`src/rtl/sram_cache_controller.sv`:
```
// rtl/sram_cache_controller.sv - direct-mapped write-through one-word-line cache in front of SRAM_Controller
// Optional read hit/miss counters are enabled with `define CACHE_STATS_EN.
module sram_cache_controller #(
   parameter int INDEX_BITS = 6
) (
   input  logic        clk,
   input  logic        rst,
   input  logic        MEM_R_EN,
   input  logic        MEM_W_EN,
   input  logic [31:0] address,
   input  logic [31:0] writeData,
   output logic [31:0] readData,
   output logic        ready,
   output logic        sram_r_en,
   output logic        sram_w_en,
   output logic [31:0] sram_address,
   output logic [31:0] sram_wdata,
   input  logic [31:0] sram_rdata,
   input  logic        sram_ready
`ifdef CACHE_STATS_EN
   ,
   output logic [31:0] hit_count,
   output logic [31:0] miss_count
`endif
);

   localparam int LINES = 1 << INDEX_BITS;
   localparam int TAG_W = 30 - INDEX_BITS;

   typedef enum logic [1:0] {S_IDLE, S_RD_MISS, S_WRITE} state_t;

   state_t              r_state;
   logic [31:0]         r_data [LINES];
   logic [TAG_W-1:0]    r_tag  [LINES];
   logic [LINES-1:0]    r_valid;
   logic [31:0]         r_addr;
   logic [31:0]         r_wdata;
   logic                r_sram_r_en;
   logic                r_sram_w_en;

   logic [INDEX_BITS-1:0] w_req_idx;
   logic [TAG_W-1:0]      w_req_tag;
   logic [INDEX_BITS-1:0] w_lat_idx;
   logic [TAG_W-1:0]      w_lat_tag;
   logic                  w_req_hit;
   logic                  w_lat_hit;
   logic                  w_rd_hit;
   logic                  w_rd_done;
   logic                  w_wr_done;

   assign w_req_idx = address[INDEX_BITS+1:2];
   assign w_req_tag = address[31:INDEX_BITS+2];
   assign w_lat_idx = r_addr[INDEX_BITS+1:2];
   assign w_lat_tag = r_addr[31:INDEX_BITS+2];
   assign w_req_hit = r_valid[w_req_idx] && (r_tag[w_req_idx] == w_req_tag);
   assign w_lat_hit = r_valid[w_lat_idx] && (r_tag[w_lat_idx] == w_lat_tag);
   assign w_rd_hit  = !rst && (r_state == S_IDLE) && MEM_R_EN && !MEM_W_EN && w_req_hit;
   assign w_rd_done = (r_state == S_RD_MISS) && sram_ready;
   assign w_wr_done = (r_state == S_WRITE) && sram_ready;

   // Enables are registered per state; rst masks them so the SRAM sees nothing during reset.
   assign sram_r_en    = r_sram_r_en && !rst;
   assign sram_w_en    = r_sram_w_en && !rst;
   assign sram_address = r_addr;
   assign sram_wdata   = r_wdata;

   always_comb begin
      ready    = 1'b0;
      readData = 32'h0;
      if (!rst) begin
         case (r_state)
            S_IDLE: begin
               if (MEM_W_EN) begin
                  ready = 1'b0;
               end else if (MEM_R_EN) begin
                  ready    = w_rd_hit;
                  readData = w_rd_hit ? r_data[w_req_idx] : 32'h0;
               end else begin
                  ready = 1'b1;
               end
            end
            S_RD_MISS: begin
               ready    = sram_ready;
               readData = sram_ready ? sram_rdata : 32'h0;
            end
            S_WRITE: ready = sram_ready;
            default: ready = 1'b0;
         endcase
      end
   end

   always_ff @(posedge clk) begin
      if (rst) begin
         r_state     <= S_IDLE;
         r_valid     <= '0;
         r_addr      <= 32'h0;
         r_wdata     <= 32'h0;
         r_sram_r_en <= 1'b0;
         r_sram_w_en <= 1'b0;
      end else begin
         case (r_state)
            S_IDLE: begin
               if (MEM_W_EN) begin
                  r_addr      <= address;
                  r_wdata     <= writeData;
                  r_state     <= S_WRITE;
                  r_sram_w_en <= 1'b1;
               end else if (MEM_R_EN && !w_req_hit) begin
                  r_addr      <= address;
                  r_state     <= S_RD_MISS;
                  r_sram_r_en <= 1'b1;
               end
            end
            S_RD_MISS: begin
               if (sram_ready) begin
                  r_valid[w_lat_idx] <= 1'b1;
                  r_state            <= S_IDLE;
                  r_sram_r_en        <= 1'b0;
               end
            end
            S_WRITE: begin
               if (sram_ready) begin
                  r_state     <= S_IDLE;
                  r_sram_w_en <= 1'b0;
               end
            end
            default: begin
               r_state     <= S_IDLE;
               r_sram_r_en <= 1'b0;
               r_sram_w_en <= 1'b0;
            end
         endcase
      end
   end

   // Data/tag arrays carry no reset; valid bits alone decide whether a line is usable.
   always_ff @(posedge clk) begin
      if (!rst && w_rd_done) begin
         r_data[w_lat_idx] <= sram_rdata;
         r_tag[w_lat_idx]  <= w_lat_tag;
      end else if (!rst && w_wr_done && w_lat_hit) begin
         r_data[w_lat_idx] <= r_wdata;
      end
   end

`ifdef CACHE_STATS_EN
   logic [31:0] r_hit_count;
   logic [31:0] r_miss_count;

   always_ff @(posedge clk) begin
      if (rst) begin
         r_hit_count  <= 32'h0;
         r_miss_count <= 32'h0;
      end else begin
         if (w_rd_hit && (r_hit_count != 32'hFFFF_FFFF))
            r_hit_count <= r_hit_count + 32'h1;
         if (w_rd_done && (r_miss_count != 32'hFFFF_FFFF))
            r_miss_count <= r_miss_count + 32'h1;
      end
   end

   assign hit_count  = r_hit_count;
   assign miss_count = r_miss_count;
`endif

endmodule
```
`config.mk`:
```
export PLATFORM = sky130hd
export DESIGN_NAME = sram_cache_controller
export DESIGN_NICKNAME = d
export VERILOG_FILES = /design/src/rtl/sram_cache_controller.sv
export SDC_FILE = /design/constraint.sdc
export NUM_CORES = 2
export LEC_CHECK = 0
export BUFFER_PORTS_ARGS = -buffer_cell sky130_fd_sc_hd__clkbuf_2
export CELL_PAD_IN_SITES_DETAIL_PLACEMENT = 0
export CELL_PAD_IN_SITES_GLOBAL_PLACEMENT = 1
export CORE_UTILIZATION = 50
export CTS_BUF_LIST = sky130_fd_sc_hd__clkbuf_4 sky130_fd_sc_hd__clkbuf_8 sky130_fd_sc_hd__clkbuf_16
export CTS_CLUSTER_SIZE = 28
export DETAILED_ROUTE_END_ITERATION = 6
export PLACE_DENSITY = 0.76
export RECOVER_POWER = 50
export SLEW_MARGIN = 0
export SYNTH_ARGS = -nofsm -noshare
export SYNTH_HDL_FRONTEND = slang
export SYNTH_SLANG_ARGS = --single-unit
```
`constraint.sdc`:
```
create_clock -name clk -period 10.7 [get_ports clk]
set_clock_uncertainty 0.2 [all_clocks]
set_input_delay 1.07 -clock clk [delete_from_list [all_inputs] [get_ports clk]]
set_output_delay 1.07 -clock clk [all_outputs]
set_load 0.05 [all_outputs]
```
# After elaboration in Yosys (flattened, before gate mapping)
# Memories as Yosys holds them, arrays and structs flattened. A register that Yosys moved wholly into a read port is not among the register bits.
# Cells that the tools add are included.
# W data, S select, Z words.
# word_totals
input_bits	101
n_memories	2
mem_bits_rw	3584
output_inout_bits	99
register_bits	132
wordCells	89
# op_classes
n_bitwise	4
muxes	36
eq_ne	11
reduce_logical	27
order_cmp	3
# mem_list
memory	depth	word_bits	read_ports	rd_ports_with_merged_regs	write_ports	line_no	source
r_data	64	32	1	0	1	33	logic [31:0] r_data [LINES];
r_tag	64	24	2	1	1	34	logic [TAG_W-1:0] r_tag [LINES];
# ops
op	count
$mux W32	8
$or A64 B64 Y64	1
$pmux W32 S2	1
$eq A24 B24 Y1	2
$logic_and A1 B1 Y1	15
$mux W1	15
$lt A6 B7 Y1 const B	2
$bmux W1 S6	2
$mux W6	2
$ne A2 B2 Y1 const B	4
$reduce_and A2 Y1	4
$demux W1 S6	1
$ge A6 B1 Y1 const B	1
$mux W2	3
$pmux W1 S3	2
$ne A2 B1 Y1 const B	2
$pmux W2 S2	1
$reduce_and A4 Y1	1
$logic_not A1 Y1	3
$ne A3 B2 Y1 const B	1
$reduce_and A3 Y1	1
$eq A2 B1 Y1 const B	1
$eq A2 B2 Y1 const B	1
$logic_not A2 Y1	1
other kinds (5)	6

# Logic depth before layout (Yosys ltp)
# depth
ltp_word	10
ltp_mapped	19
mapped_depth_nobuf	10

# Least setup slack after synthesis
# OpenSTA, ideal clock, no wires.
# synth_path
path_type	in2out
start	input address[3]
end	output ready
required_time_ns	9.430
slack_ns	3.937
arrival_time_ns	5.493
cell_stages	14
n_path_buf	4
path_cell_list	buf_6 > buf_4 > buf_4 > buf_1 > mux4_2 > mux4_2 > nand2_1 > o21ai_1 > nor3_1 > xor2_1 > o2111ai_1 > nor4_4 > a21boi_1 > o41ai_1
# synth_via
elab_chain_cells	8
word_cells_on_any_way	10
classes_between	eq/ne: 1; mux: 6; reduce/logical: 2; memory: 1
# synth_rtl
element	line_no	source
start, declared	10	input logic [31:0] address,
$mem_v2 Z64 W24 / $bmux W1 S6 (equally long branches)	--	
$eq A24 B24 Y1 / $mux W1 (equally long branches)	55	assign w_req_hit = r_valid[w_req_idx] && (r_tag[w_req_idx] == w_req_tag);
$logic_and A1 B1 Y1 (*)	55	
$logic_and A1 B1 Y1 (*)	57	assign w_rd_hit = !rst && (r_state == S_IDLE) && MEM_R_EN && !MEM_W_EN && w_req_hit;
$mux W1 (*)	75	end else if (MEM_R_EN) begin
$mux W1 (*)	73	if (MEM_W_EN) begin
$pmux W1 S2 (*)	71	case (r_state)
$mux W1 (*)	70	if (!rst) begin
end, declared	13	output logic ready,
# Mark *: on every way between the ends. The rest lies on a longest branch, timed or not. The select of a mux whose other input is x is not followed.

# Worst setup path in the final report
# layout_path
start	register r_addr[31], in the netlist sram_address[31]
end	memory r_data[35][23] (enable)
# layout_via
elab_chain_cells	7
# layout_rtl
element	line_no	source
start, declared	36	logic [31:0] r_addr;
start signal, assigned	104	r_addr <= address;
start signal, assigned	109	r_addr <= address;
$eq A24 B24 Y1	56	assign w_lat_hit = r_valid[w_lat_idx] && (r_tag[w_lat_idx] == w_lat_tag);
$logic_and A1 B1 Y1	56	
$logic_and A1 B1 Y1	141	end else if (!rst && w_wr_done && w_lat_hit) begin
$mux W1	141	
$mux W1	138	if (!rst && w_rd_done) begin
$mux W1 (implied by the code)	142	r_data[w_lat_idx] <= r_wdata;
$or A1 B1 Y1 (no source line)	--	
end, declared	33	
# Every way passes these cells.

==> impl_metrics.env <==
export IMPL_status="finished with violations"
export IMPL_violations="capacitance limit, slew limit"
export IMPL_vias_per_cell=6.98
export IMPL_yosysTopAreaCell="edfxtp_1"
export IMPL_synth_area_leaders="edfxtp_1 68%, mux4_2 20%, mux2i_1 2.5%, dfxtp_1 1.8%, a22oi_1 0.57%"
export IMPL_holdBufCountCts=0
export IMPL_layout_min_cycle_time_ns=9.52
export IMPL_cpMostUsedCell="nor2_1"
export IMPL_place_inst=11600
export IMPL_io_buffers=199
export IMPL_grt_pass1_wl_um=671000
export IMPL_worst_path_buf_inv=2
export IMPL_dieWidth_um=563
export IMPL_setup_viol=0
export IMPL_final_area_um2=176000
export IMPL_synth_cells=7454
export IMPL_routedWlPerCell_um=39.6
export IMPL_stdcell_count=12300
export IMPL_yosys_warnings=0
export IMPL_first_iter_violations=12700
export IMPL_path_class="reg -> reg"
export IMPL_worstRegToRegCells=10
export IMPL_reg2reg_slack_ns=1.18
export IMPL_via_count=85600
export IMPL_final_util_pct=56.5
export IMPL_synth_top_area_share_pct=68.5
export IMPL_hpwl_um=271000
export IMPL_die_h_um=563
export IMPL_post_cts_buffers=0
export IMPL_finalWirelength_um=486000
export IMPL_ys_async_sr_fraction_pct=0
export IMPL_first_global_vias=84800
export IMPL_grt_total_usage_pct=30.6
export IMPL_htreeDepth=5
export IMPL_antenna_found_initial=16
export IMPL_setup_tns_ns=0
export IMPL_avgSynthCellArea_um2=21.1
export IMPL_firstDrtPassIters=6
export IMPL_synthMostInstantiatedCell="edfxtp_1"
export IMPL_drv_slew=3575
export IMPL_ctsResizeCount=0
export IMPL_cap_violations=108
export IMPL_max_stage_delay_ns=2.25
export IMPL_synth_area_um2=157000
export IMPL_critPathArrivalTime_ns=9.90
export IMPL_timing_fmax_ghz=0.105
export IMPL_drc=0
export IMPL_post_route_period_util_pct=89.0
export IMPL_drive_above_1_share_pct=31.9
export IMPL_hold_violations=0
export IMPL_crit_family="simple AND/OR/NAND/NOR gates"
export IMPL_synthTopCellsByCount="3584 x edfxtp_1, 1417 x mux4_2, 389 x mux2i_1"
export IMPL_clock_path_buffers=4
export IMPL_regToRegStartpoint="sram_address[31]"
export IMPL_synth_seq_cells=3722
export IMPL_cts_clk_slew_worst_paths_ns=0.06
export IMPL_gp_congestion=0.892
export IMPL_yosysUniqueCellTypes=81
export IMPL_cts_buffers=378
export IMPL_regArea_um2=110000
export IMPL_crit_chain="clkbuf_1 > xor2_1 > nor2_1 > o211ai_1 > o21ai_0 > nand4_1 > o31ai_4 > nand3_1 > nor2_1 > buf_4"
export IMPL_r2r_end="r_data[35][23]"
export IMPL_syn_num_nets=7559
export IMPL_seq_area_frac_synth_pct=70.2
export IMPL_hold_depth=3
export IMPL_rows=205
export IMPL_worstHoldStart="writeData[13]"
export IMPL_initial_core_util_pct=50.3
export IMPL_multi_input_area_um2=44700
export IMPL_fin_total_pwr_mw=32.4
export IMPL_timing_slew_headroom_pct=-201
export IMPL_placed_area_um2=164000
export IMPL_grt_max_degree=132
export IMPL_ant_nets=0
export IMPL_rsz0062_at_grt="false"
export IMPL_clock_latency_ns=0.97
export IMPL_die_area_um2=317000
export IMPL_final_nets=7912
export IMPL_boundaryPins=200
export IMPL_grt_overflow=0
export IMPL_cts_tree="done"
export IMPL_powerDensity_nw_per_um2=184
export IMPL_cp_slowest_cell="clkbuf_1"
export IMPL_area_delta_synth_final_pct=12.2
export IMPL_vdd_drop_max_v=0.000163
export IMPL_crit_required_ns=11.07
export IMPL_cp_end_kind="flip-flop"
export IMPL_synth_edf_count=3584
export IMPL_p_leak_nw=55.5
export IMPL_nFillCells=22700
export IMPL_holdPathEnd="sram_wdata[13]"
export IMPL_path_max_fanout=69
export IMPL_hold_class="in -> reg"
export IMPL_fp_coreArea_um2=312000
export IMPL_root_buffer="clkbuf_16"
export IMPL_synth_flop_cell="edfxtp_1"
export IMPL_tightest_slew_ns=4.52
export IMPL_critPathLaunchType="flip-flop"
export IMPL_cts_sinks=3722
==> area by class of cell <==
cell class	instances	area share [%]
flip-flops and latches	3722	62.6
multi-input cells	3136	25.4
clock buffers	497	6.03
well taps	4140	2.94
repair buffers	486	1.70
clock inverters	202	1.17
inverters	83	0.184
diodes	6	0.00851
==> kinds of logic after synthesis <==
kind of cell / share of synthesized area, %
AND/OR/NAND/NOR: 2.26
buffers and inverters: 1.83
adder cells (fa/ha/maj): 0.0318
flip-flops: 70.2
XOR/XNOR: 0.318
multiplexers: 23.3
AO/OA/AOI/OAI: 2.01
==> flip-flops by register name, indices dropped and copies added, names as in the netlist, named ones only <==
signal	cells
sram_address	32
r_sram_w_en	1
r_sram_r_en	1
r_valid	64
sram_wdata	32
r_data	2048
r_tag	1536
r_state	2
==> worst reg2reg max path, stage by stage, from the launching register on <==
cell and delay, ns:
dfxtp_1 0.31, clkbuf_1 2.25, xor2_1 0.46, nor2_1 0.21, o211ai_1 0.23, o21ai_0 1.17
nand4_1 0.87, o31ai_4 0.67, nand3_1 0.72, nor2_1 1.35, buf_4 0.65
==> metal layers <==
metal	up-vias	track usage (%)	routed length, µm
met4	14	16.0	29900
met3	1320	6.81	55300
met1	45500	40.2	171000
met2	6239	48.2	230000
met5	-	0	92
li1	32500	-	-
==> cells in the final DEF, fill, tap and decap left out, types with 18 or more instances in the layout <==
| cell | count |
|---|---|
| a21oi_1 | 99 |
| a22oi_1 | 119 |
| a31oi_1 | 22 |
| buf_12 | 20 |
| buf_4 | 174 |
| bufinv_16 | 37 |
| clkbuf_1 | 162 |
| clkbuf_16 | 386 |
| clkbuf_2 | 127 |
| clkbuf_4 | 88 |
| clkbuf_8 | 23 |
| clkinv_1 | 73 |
| clkinv_2 | 66 |
| dfxtp_1 | 125 |
| edfxtp_1 | 3584 |
| inv_1 | 75 |
| mux2_2 | 71 |
| mux2i_1 | 389 |
| mux4_2 | 1417 |
| nand2_1 | 227 |
| nand2b_1 | 80 |
| nand3_1 | 85 |
| nand4_1 | 40 |
| nor2_1 | 74 |
| nor2_4 | 105 |
| nor3_1 | 18 |
| o21ai_0 | 24 |
| o22ai_1 | 78 |
| xnor2_1 | 24 |
| xor2_1 | 33 |
==> worst max path at each step <==
| stage | start | end | slack [ns] | cells past startpoint |
|---|---|---|---|---|
| 5_1_grt | sram_address[31] | r_data[13][8] | 0.98 | 10 |
| 4_1_cts | address[4] | readData[1] | 1.98 | 14 |
| 3_5_place_dp | address[4] | readData[1] | 1.99 | 14 |
| 2_1_floorplan | address[3] | ready | 3.94 | 14 |
| 3_3_place_gp | address[3] | ready | 2.08 | 16 |
| 6_report | sram_address[31] | r_data[35][23] | 1.18 | 10 |
==> report_power, final <==
part	internal (mW)	leakage [nW]	switching, mW
Clock	7.90	6.35	5.65
Combinational	0.999	15.5	1.62
Sequential	16.1	33.7	0.0899
==> metrics by stage <==
| stage | worst slack, ns | hold WS [ns] |
|---|---|---|
| after detailed placement | 1.99 | 0.262 |
| final | 1.18 | 0.137 |
| after global placement | 2.08 | 0.256 |
| after CTS | 1.98 | 0.0744 |
| after global routing | 0.981 | 0.121 |
| after floorplan | 3.94 | 0.241 |
Power figures use the tool's default switching activity.
